[src/rtl/popcount_decoder_seq_if.sv]
// Request/handshake bundle for the popcount pattern sequencer.
// The slave side is the sequencer; the master side issues requests and accepts words.
interface popcount_decoder_seq_if;
  logic [2:0] Count;
  logic       Start;
  logic       Ready;
  logic       Busy;
  logic [3:0] Word;
  logic       Valid;
  logic       Last;
  logic       Error;

  modport slave (
    input  Count, Start, Ready,
    output Busy, Word, Valid, Last, Error
  );

  modport master (
    output Count, Start, Ready,
    input  Busy, Word, Valid, Last, Error
  );
endinterface

[src/rtl/popcount_decoder_seq.sv]
// Emits, in ascending order, every 4-bit pattern whose population count equals
// the requested Count, with a Valid/Ready handshake and a Last marker.
module popcount_decoder_seq (
  input  logic                   Clock,
  input  logic                   nReset,
  popcount_decoder_seq_if.slave  bus
);

  localparam logic [1:0] S_IDLE  = 2'd0;
  localparam logic [1:0] S_SCAN  = 2'd1;
  localparam logic [1:0] S_DRAIN = 2'd2;

  function automatic logic [2:0] popcnt4(input logic [3:0] v);
    return {2'b00, v[0]} + {2'b00, v[1]} + {2'b00, v[2]} + {2'b00, v[3]};
  endfunction

  // Highest pattern with n ones: ones packed at the MSB end.
  function automatic logic [3:0] top_pattern(input logic [2:0] n);
    logic [3:0] p;
    case (n)
      3'd0:    p = 4'b0000;
      3'd1:    p = 4'b1000;
      3'd2:    p = 4'b1100;
      3'd3:    p = 4'b1110;
      default: p = 4'b1111;
    endcase
    return p;
  endfunction

  logic [1:0] r_state;
  logic [3:0] r_c;
  logic [2:0] r_n;
  logic [3:0] r_word;
  logic       r_valid;
  logic       r_last;
  logic       r_err;

  logic w_stall;
  logic w_match;
  logic w_top;

  assign w_stall = r_valid && !bus.Ready;
  assign w_match = (popcnt4(r_c) == r_n);
  assign w_top   = (r_c == top_pattern(r_n));

  always_ff @(posedge Clock) begin
    if (!nReset) begin
      r_state <= S_IDLE;
      r_c     <= 4'd0;
      r_n     <= 3'd0;
      r_word  <= 4'd0;
      r_valid <= 1'b0;
      r_last  <= 1'b0;
      r_err   <= 1'b0;
    end else begin
      r_err <= 1'b0;
      case (r_state)
        S_IDLE: begin
          if (bus.Start) begin
            if (bus.Count > 3'd4) begin
              r_err <= 1'b1;
            end else begin
              r_n     <= bus.Count;
              r_c     <= 4'd0;
              r_state <= S_SCAN;
            end
          end
        end
        S_SCAN: begin
          // c never wraps inside a request: the top pattern always ends the scan.
          if (!w_stall) begin
            r_c <= r_c + 4'd1;
            if (w_match) begin
              r_word  <= r_c;
              r_valid <= 1'b1;
              r_last  <= w_top;
              if (w_top) r_state <= S_DRAIN;
            end else begin
              r_valid <= 1'b0;
              r_last  <= 1'b0;
            end
          end
        end
        S_DRAIN: begin
          if (r_valid && bus.Ready) begin
            r_valid <= 1'b0;
            r_last  <= 1'b0;
            r_state <= S_IDLE;
          end
        end
        default: r_state <= S_IDLE;
      endcase
    end
  end

  assign bus.Busy  = (r_state != S_IDLE);
  assign bus.Word  = r_word;
  assign bus.Valid = r_valid;
  assign bus.Last  = r_last;
  assign bus.Error = r_err;

endmodule

[src/flat_wrapper.sv]
// flat-port wrapper written by rule: the top's interface ports become plain ports
module popcount_decoder_seq_flat 
  (Clock, nReset, bus_Count, bus_Start, bus_Ready, bus_Busy, bus_Word, bus_Valid, bus_Last, bus_Error);
  popcount_decoder_seq_if bus_i ();
  input  logic Clock;
  input  logic nReset;
  input wire logic [$bits(bus_i.Count)-1:0] bus_Count;
  input wire logic [$bits(bus_i.Start)-1:0] bus_Start;
  input wire logic [$bits(bus_i.Ready)-1:0] bus_Ready;
  output wire logic [$bits(bus_i.Busy)-1:0] bus_Busy;
  output wire logic [$bits(bus_i.Word)-1:0] bus_Word;
  output wire logic [$bits(bus_i.Valid)-1:0] bus_Valid;
  output wire logic [$bits(bus_i.Last)-1:0] bus_Last;
  output wire logic [$bits(bus_i.Error)-1:0] bus_Error;
  assign bus_i.Count = bus_Count;
  assign bus_i.Start = bus_Start;
  assign bus_i.Ready = bus_Ready;
  assign bus_Busy = bus_i.Busy;
  assign bus_Word = bus_i.Word;
  assign bus_Valid = bus_i.Valid;
  assign bus_Last = bus_i.Last;
  assign bus_Error = bus_i.Error;
  popcount_decoder_seq u_core (.Clock(Clock), .nReset(nReset), .bus(bus_i));
endmodule
[config.mk]
export PLATFORM = sky130hd
export DESIGN_NAME = popcount_decoder_seq_flat
export DESIGN_NICKNAME = d
export VERILOG_FILES = /design/src/rtl/popcount_decoder_seq_if.sv /design/src/rtl/popcount_decoder_seq.sv /design/src/flat_wrapper.sv
export SDC_FILE = /design/constraint.sdc
export NUM_CORES = 1
export LEC_CHECK = 0
export CAP_MARGIN = 30
export CELL_PAD_IN_SITES_DETAIL_PLACEMENT = 1
export CELL_PAD_IN_SITES_GLOBAL_PLACEMENT = 1
export CORE_MARGIN = 5
export CORE_UTILIZATION = 35
export CTS_BUF_LIST = sky130_fd_sc_hd__clkbuf_4 sky130_fd_sc_hd__clkbuf_8 sky130_fd_sc_hd__clkbuf_16
export DETAILED_ROUTE_END_ITERATION = 6
export PLACE_DENSITY_LB_ADDON = 0.1
export SYNTH_ARGS = -nofsm -noshare
export SYNTH_HDL_FRONTEND = slang
export SYNTH_SLANG_ARGS = --single-unit
[constraint.sdc]
create_clock -name Clock -period 6 [get_ports Clock]
set_clock_uncertainty 0.15 [all_clocks]
set_input_delay 1.8 -clock Clock [delete_from_list [all_inputs] [get_ports Clock]]
set_output_delay 1.8 -clock Clock [all_outputs]
set_load 0.01 [all_outputs]
* Word level (Yosys, flattened, before mapping)
Cells that the tools add are included.
** Storage, ports and cells
- Bits in registers :: 16
- Bits in latches :: 0
- Memory bits (writable) :: 0
- ROM bits :: 0
- Input bits :: 7
- Output and inout bits :: 8
- Memories :: 0
** Operators by class
- Add/subtract/negate cells :: 4
- $mul :: 0
- Divide/modulo/power cells :: 0
- Magnitude comparators :: 1
- Eq/ne operators :: 13
- Shift-type cells :: 0
- Muxes and demuxes :: 20
- Bitwise operators :: 2
- Reduce and logical (&&, ||, !) cells :: 14
** Operators by type and width (number)
- $pmux 4 s4 :: 1
- $mux 2 :: 6
- $mux 4 :: 3
- $reduce_and 3->1 :: 4
- $pmux 4 s2 :: 1
- $add 3x1->3 :: 2
- $eq 3x2->1 const B :: 2
- $mux 1 :: 6
- $ne 2x1->1 const B :: 3
- $ne 2x2->1 const B :: 3
- $pmux 2 s3 :: 1
- $reduce_and 6->1 :: 1
- $reduce_bool 2->1 :: 3
- $add 4x1->4 const B :: 1
- $eq 4x4->1 :: 1
- $pmux 1 s2 :: 2
- $reduce_and 4->1 :: 1
- $eq 3x1->1 const B :: 1
- $eq 3x3->1 :: 1
- $gt 3x3->1 const B :: 1
- $logic_not 3->1 :: 1
- $add 1x1->2 :: 1
- $eq 2x1->1 const B :: 1
- $eq 2x2->1 const B :: 1
- other kinds (4) :: 6

* Longest topological paths before layout
- Depth after elaboration :: 7
- Depth in mapped cells :: 9
- Gate-level depth less buffers :: 9

* Worst setup path before layout
Ideal clock, no wire load.
- Path kind :: input-to-reg
- Start point :: in bus_Count[0]
- End point :: reg u_core.r_c[3]
- Data arrival time :: 2751 ps
- Data required time :: 5780 ps
- Slack :: 3029 ps
- Stages on the path :: 4
- Path buffers :: 0
- Path through :: o21a_1 -> a2bb2oi_2 -> or4_1 -> a21oi_1
** On the way
- Longest elaborated chain between the ends :: 3
** RTL lines
- start, declared :: line flat_wrapper.sv:7 : input wire logic [$bits(bus_i.Count)-1:0] bus_Count;
- $gt 3x3->1 :: line popcount_decoder_seq.sv:60 : if (bus.Count > 3'd4) begin
- $ne 2x2->1 (no source line)
- $reduce_and 4->1 (no source line)
- end signal, assigned :: line popcount_decoder_seq.sv:72 : r_c <= r_c + 4'd1;
- end, declared :: line popcount_decoder_seq.sv:31 : logic [3:0] r_c;
No other way between the ends.
A chain may end at the register's enable or synchronous reset.

* Final worst setup path
- Start point :: reg u_core.r_state[1]
- End point :: out bus_Busy
** On the way
- Longest elaborated chain between the ends :: 1
** RTL lines
- start, declared :: line popcount_decoder_seq.sv:30 : logic [1:0] r_state;
- start signal, assigned :: line popcount_decoder_seq.sv:48 : r_state <= S_IDLE;
- start signal, assigned :: line popcount_decoder_seq.sv:65 : r_state <= S_SCAN;
- start signal, assigned :: line popcount_decoder_seq.sv:77 : if (w_top) r_state <= S_DRAIN;
- $reduce_bool 2->1 :: line popcount_decoder_seq.sv:96 : assign bus.Busy = (r_state != S_IDLE);
- end, declared :: line flat_wrapper.sv:10 : output wire logic [$bits(bus_i.Busy)-1:0] bus_Busy;
No other way between the ends.

==> flow_metrics.tcl <==
set metrics [dict create \
    static-leakage-power_nw 0.407 \
    postSynthAreaPerCell_um2 8.21 \
    drt_first_iter_violations 15 \
    cts.sinks 16 \
    globalRouteOverflowTotal 0 \
    insertion_delay_ns 0.29 \
    area_delta_synth_final_pct 21.0 \
    syn_nets 121 \
    worst_slew_pin_slew_ns 0.556 \
    vias_per_cell 5.44 \
    start_util_pct 36.8 \
    hold_slack_ns 0.345 \
    nets 138 \
    grt_start_max_net_pins 17 \
    h-tree-depth 1 \
    clk_transition_reported_paths_ns 0.10 \
    grt_setup_unrepaired "false" \
    seq_area_frac_synth_pct 35.2 \
    cp_max_fo 16 \
    synth_warnings 0 \
    cts_buffer_depth 2 \
    ys_async_sr_fraction_pct 0 \
    final_hold_viol_count 0 \
    cp.buffers_inverters 1 \
    finalWirelength_um 2450 \
    setup_viol 0 \
    number_of_port_buffers 14 \
    die_height_um 61.0 \
    dpl_cell_area_um2 1070 \
    pwr-share-seq_pct 38.8 \
    cellInternalPower_mw 0.245 \
    final_design_area_no_fill_um2 1100 \
    cts_made_buffers 3 \
    final-seq-area_um2 320 \
    yosysTopAreaCellShare_pct 35.2 \
    dp_hpwl_um 1970 \
    dr_total_vias 854 \
    die_area_um2 3720 \
    final_layout_size_suffix_gt1_share_pct 9.45 \
    main_flop_type_after_synthesis "sky130_fd_sc_hd__dfxtp_1" \
    placer_s_final_routability_congestion_estimate 0.773 \
    critPathKind "reg -> out" \
    worst_path_dominant_cell_family "flip-flops" \
    multi_input_area_um2 542 \
    gr-usage-all-layers_pct 15.4 \
    startpoint_type "flip-flop" \
    post_synth_edffs 0 \
    netlist_area_um2 911 \
    yosys.cell_count.top_type "sky130_fd_sc_hd__dfxtp_1" \
    finalMaxSlewViolations 0 \
    worstHoldPathType "reg -> reg" \
    post-route-min-period_ns 3.60 \
    netlist_top_cells_area "sky130_fd_sc_hd__dfxtp_1, sky130_fd_sc_hd__a21oi_1, sky130_fd_sc_hd__o21ai_0" \
    tritoncts_clock_tree "done" \
    cap_violations 0 \
    synthTopCellsByCount "sky130_fd_sc_hd__dfxtp_1, sky130_fd_sc_hd__a21oi_1, sky130_fd_sc_hd__nand2_1" \
    number_of_antenna_violations_at_the_first_check_in_global_routing 0 \
    power_density_nw_per_um2 375 \
    post-route-period-util_pct 60.1 \
    fmaxAchievable_ghz 0.278 \
    ctsResizeCount 0 \
    placement_rows 18 \
    drt.antenna.violating_nets 0 \
    crit_chain "or2_2 > clkdlybuf4s50_1" \
    cts.hold.buffers_added 0 \
    status "complete, no violations" \
    net-switching-power_mw 0.168 \
    num_antenna_cells 0 \
    drc 0 \
    switching_share_pct 40.7 \
    fp.dieW_um 61.0 \
    final.fill_count 319 \
    finalSetupTns_ns 0 \
    timing.critical_path.required_ns 4.05 \
    clockPowerShare_pct 17.7 \
    synth.lib_cells_used.distinct 38 \
    crit_end_element "output pin" \
    drt_pre_antenna_iters 3 \
    pin_count 15 \
    vdd.ir_drop.worst_v 0.000183 \
    wl_per_cell_um 15.6 \
    cp_slowest_cell "sky130_fd_sc_hd__dfxtp_1" \
    netlist_instances 111 \
    floorplan.core_area_um2 2480 \
    synthDominantAreaCellType "sky130_fd_sc_hd__dfxtp_1" \
    share_comb_of_total_power_pct 43.5 \
    critical_path_arrival_ns 1.65 \
    grt_pass1_vias 936 \
    yosys_register_bits 16 \
    clock_tree.root_cell "sky130_fd_sc_hd__clkbuf_4" \
    first_pass_grt_wire_length_um 4260 \
    cp_slowest_stage_delay_ns 0.63 \
    post_cts_buffers 0 \
    max_slew_margin_pct 62.9 \
]
==> cell type report <==
type,instances,share of cell area [%]
clock buffer,4,3.29
timing repair buffer,14,12.7
tap,30,3.41
inverter,7,2.38
sequential,16,29.1
multi-input combinational,86,49.1
==> cell usage in the layout (no fill, tap or decap), types with 2 or more instances in the layout <==
cell type / synthesis / routed
sky130_fd_sc_hd__clkbuf_4: 0 / 3
sky130_fd_sc_hd__ha_1: 2 / 2
sky130_fd_sc_hd__nand2_1: 13 / 13
sky130_fd_sc_hd__o21ai_0: 10 / 10
sky130_fd_sc_hd__o211ai_1: 2 / 2
sky130_fd_sc_hd__nor2_1: 2 / 2
sky130_fd_sc_hd__nand3_1: 7 / 7
sky130_fd_sc_hd__xor2_1: 3 / 3
sky130_fd_sc_hd__clkdlybuf4s50_1: 0 / 14
sky130_fd_sc_hd__o41ai_1: 3 / 3
sky130_fd_sc_hd__nor3_1: 2 / 2
sky130_fd_sc_hd__nor2b_1: 3 / 3
sky130_fd_sc_hd__inv_1: 6 / 6
sky130_fd_sc_hd__a21oi_1: 15 / 15
sky130_fd_sc_hd__dfxtp_1: 16 / 16
sky130_fd_sc_hd__nand4_1: 2 / 2
==> per-layer routing <==
metal  track usage (%)  routed length [um]
met1              18.6                1150
met2              26.4                1160
met3              4.40                 105
met4              5.26                  39
met5                 0                   0
==> logic make-up (layout without fill, tap and decap cells) <==
family	count (synthesis)	count (layout)	share of synthesized area (%)
xor+xnor	4	4	3.85
fa+ha+maj	3	3	4.94
flops	16	16	35.2
compound gates	38	38	25.4
simple gates	41	41	25.3
buf+inv	9	25	5.36
==> metrics by stage <==
step           util (%)  power (mW)  instances  setup WS [ns]
2_1_floorplan         -       0.288        111           3.03
3_3_place_gp       43.0       0.341        153           2.45
3_5_place_dp       43.0       0.345        153           2.42
4_1_cts            44.5       0.420        157           2.37
5_1_grt            44.5       0.451        157           2.29
6_report           44.5       0.414        157           2.40
==> sequential cells by signal (all words and copies together), names as in the netlist <==
signal,cells
u_core.r_n,3
u_core.bus.Last,1
u_core.bus.Word,4
u_core.bus.Valid,1
u_core.r_c,4
u_core.r_state,2
u_core.bus.Error,1
==> power groups by stage <==
| stage | Clock [mW] | Combinational (mW) | Sequential [mW] |
|---|---|---|---|
| global route | 0.0825 | 0.203 | 0.166 |
| floorplan | 0 | 0.139 | 0.149 |
| CTS | 0.0763 | 0.184 | 0.161 |
| detailed placement | 0 | 0.182 | 0.163 |
| finish | 0.0731 | 0.180 | 0.160 |
| global placement | 0 | 0.179 | 0.162 |
==> worst min-delay path, cell delays in order, from the launching register on <==
cell and delay (ns):
sky130_fd_sc_hd__dfxtp_1 0.33, sky130_fd_sc_hd__o21ai_0 0.07, sky130_fd_sc_hd__a21oi_1 0.06
==> path summary, 6_finish.rpt <==
check                                         from  slack (ns)                  to  depth (start not counted)
worst min-delay path            u_core.bus.Word[1]        0.34  u_core.bus.Word[1]                          2
worst min register to register  u_core.bus.Word[1]        0.34  u_core.bus.Word[1]                          2
worst max-delay path             u_core.r_state[1]        2.40            bus_Busy                          2
worst max register to register       u_core.r_c[0]        3.33   u_core.r_state[0]                          9
Power figures use the tool's default switching activity.
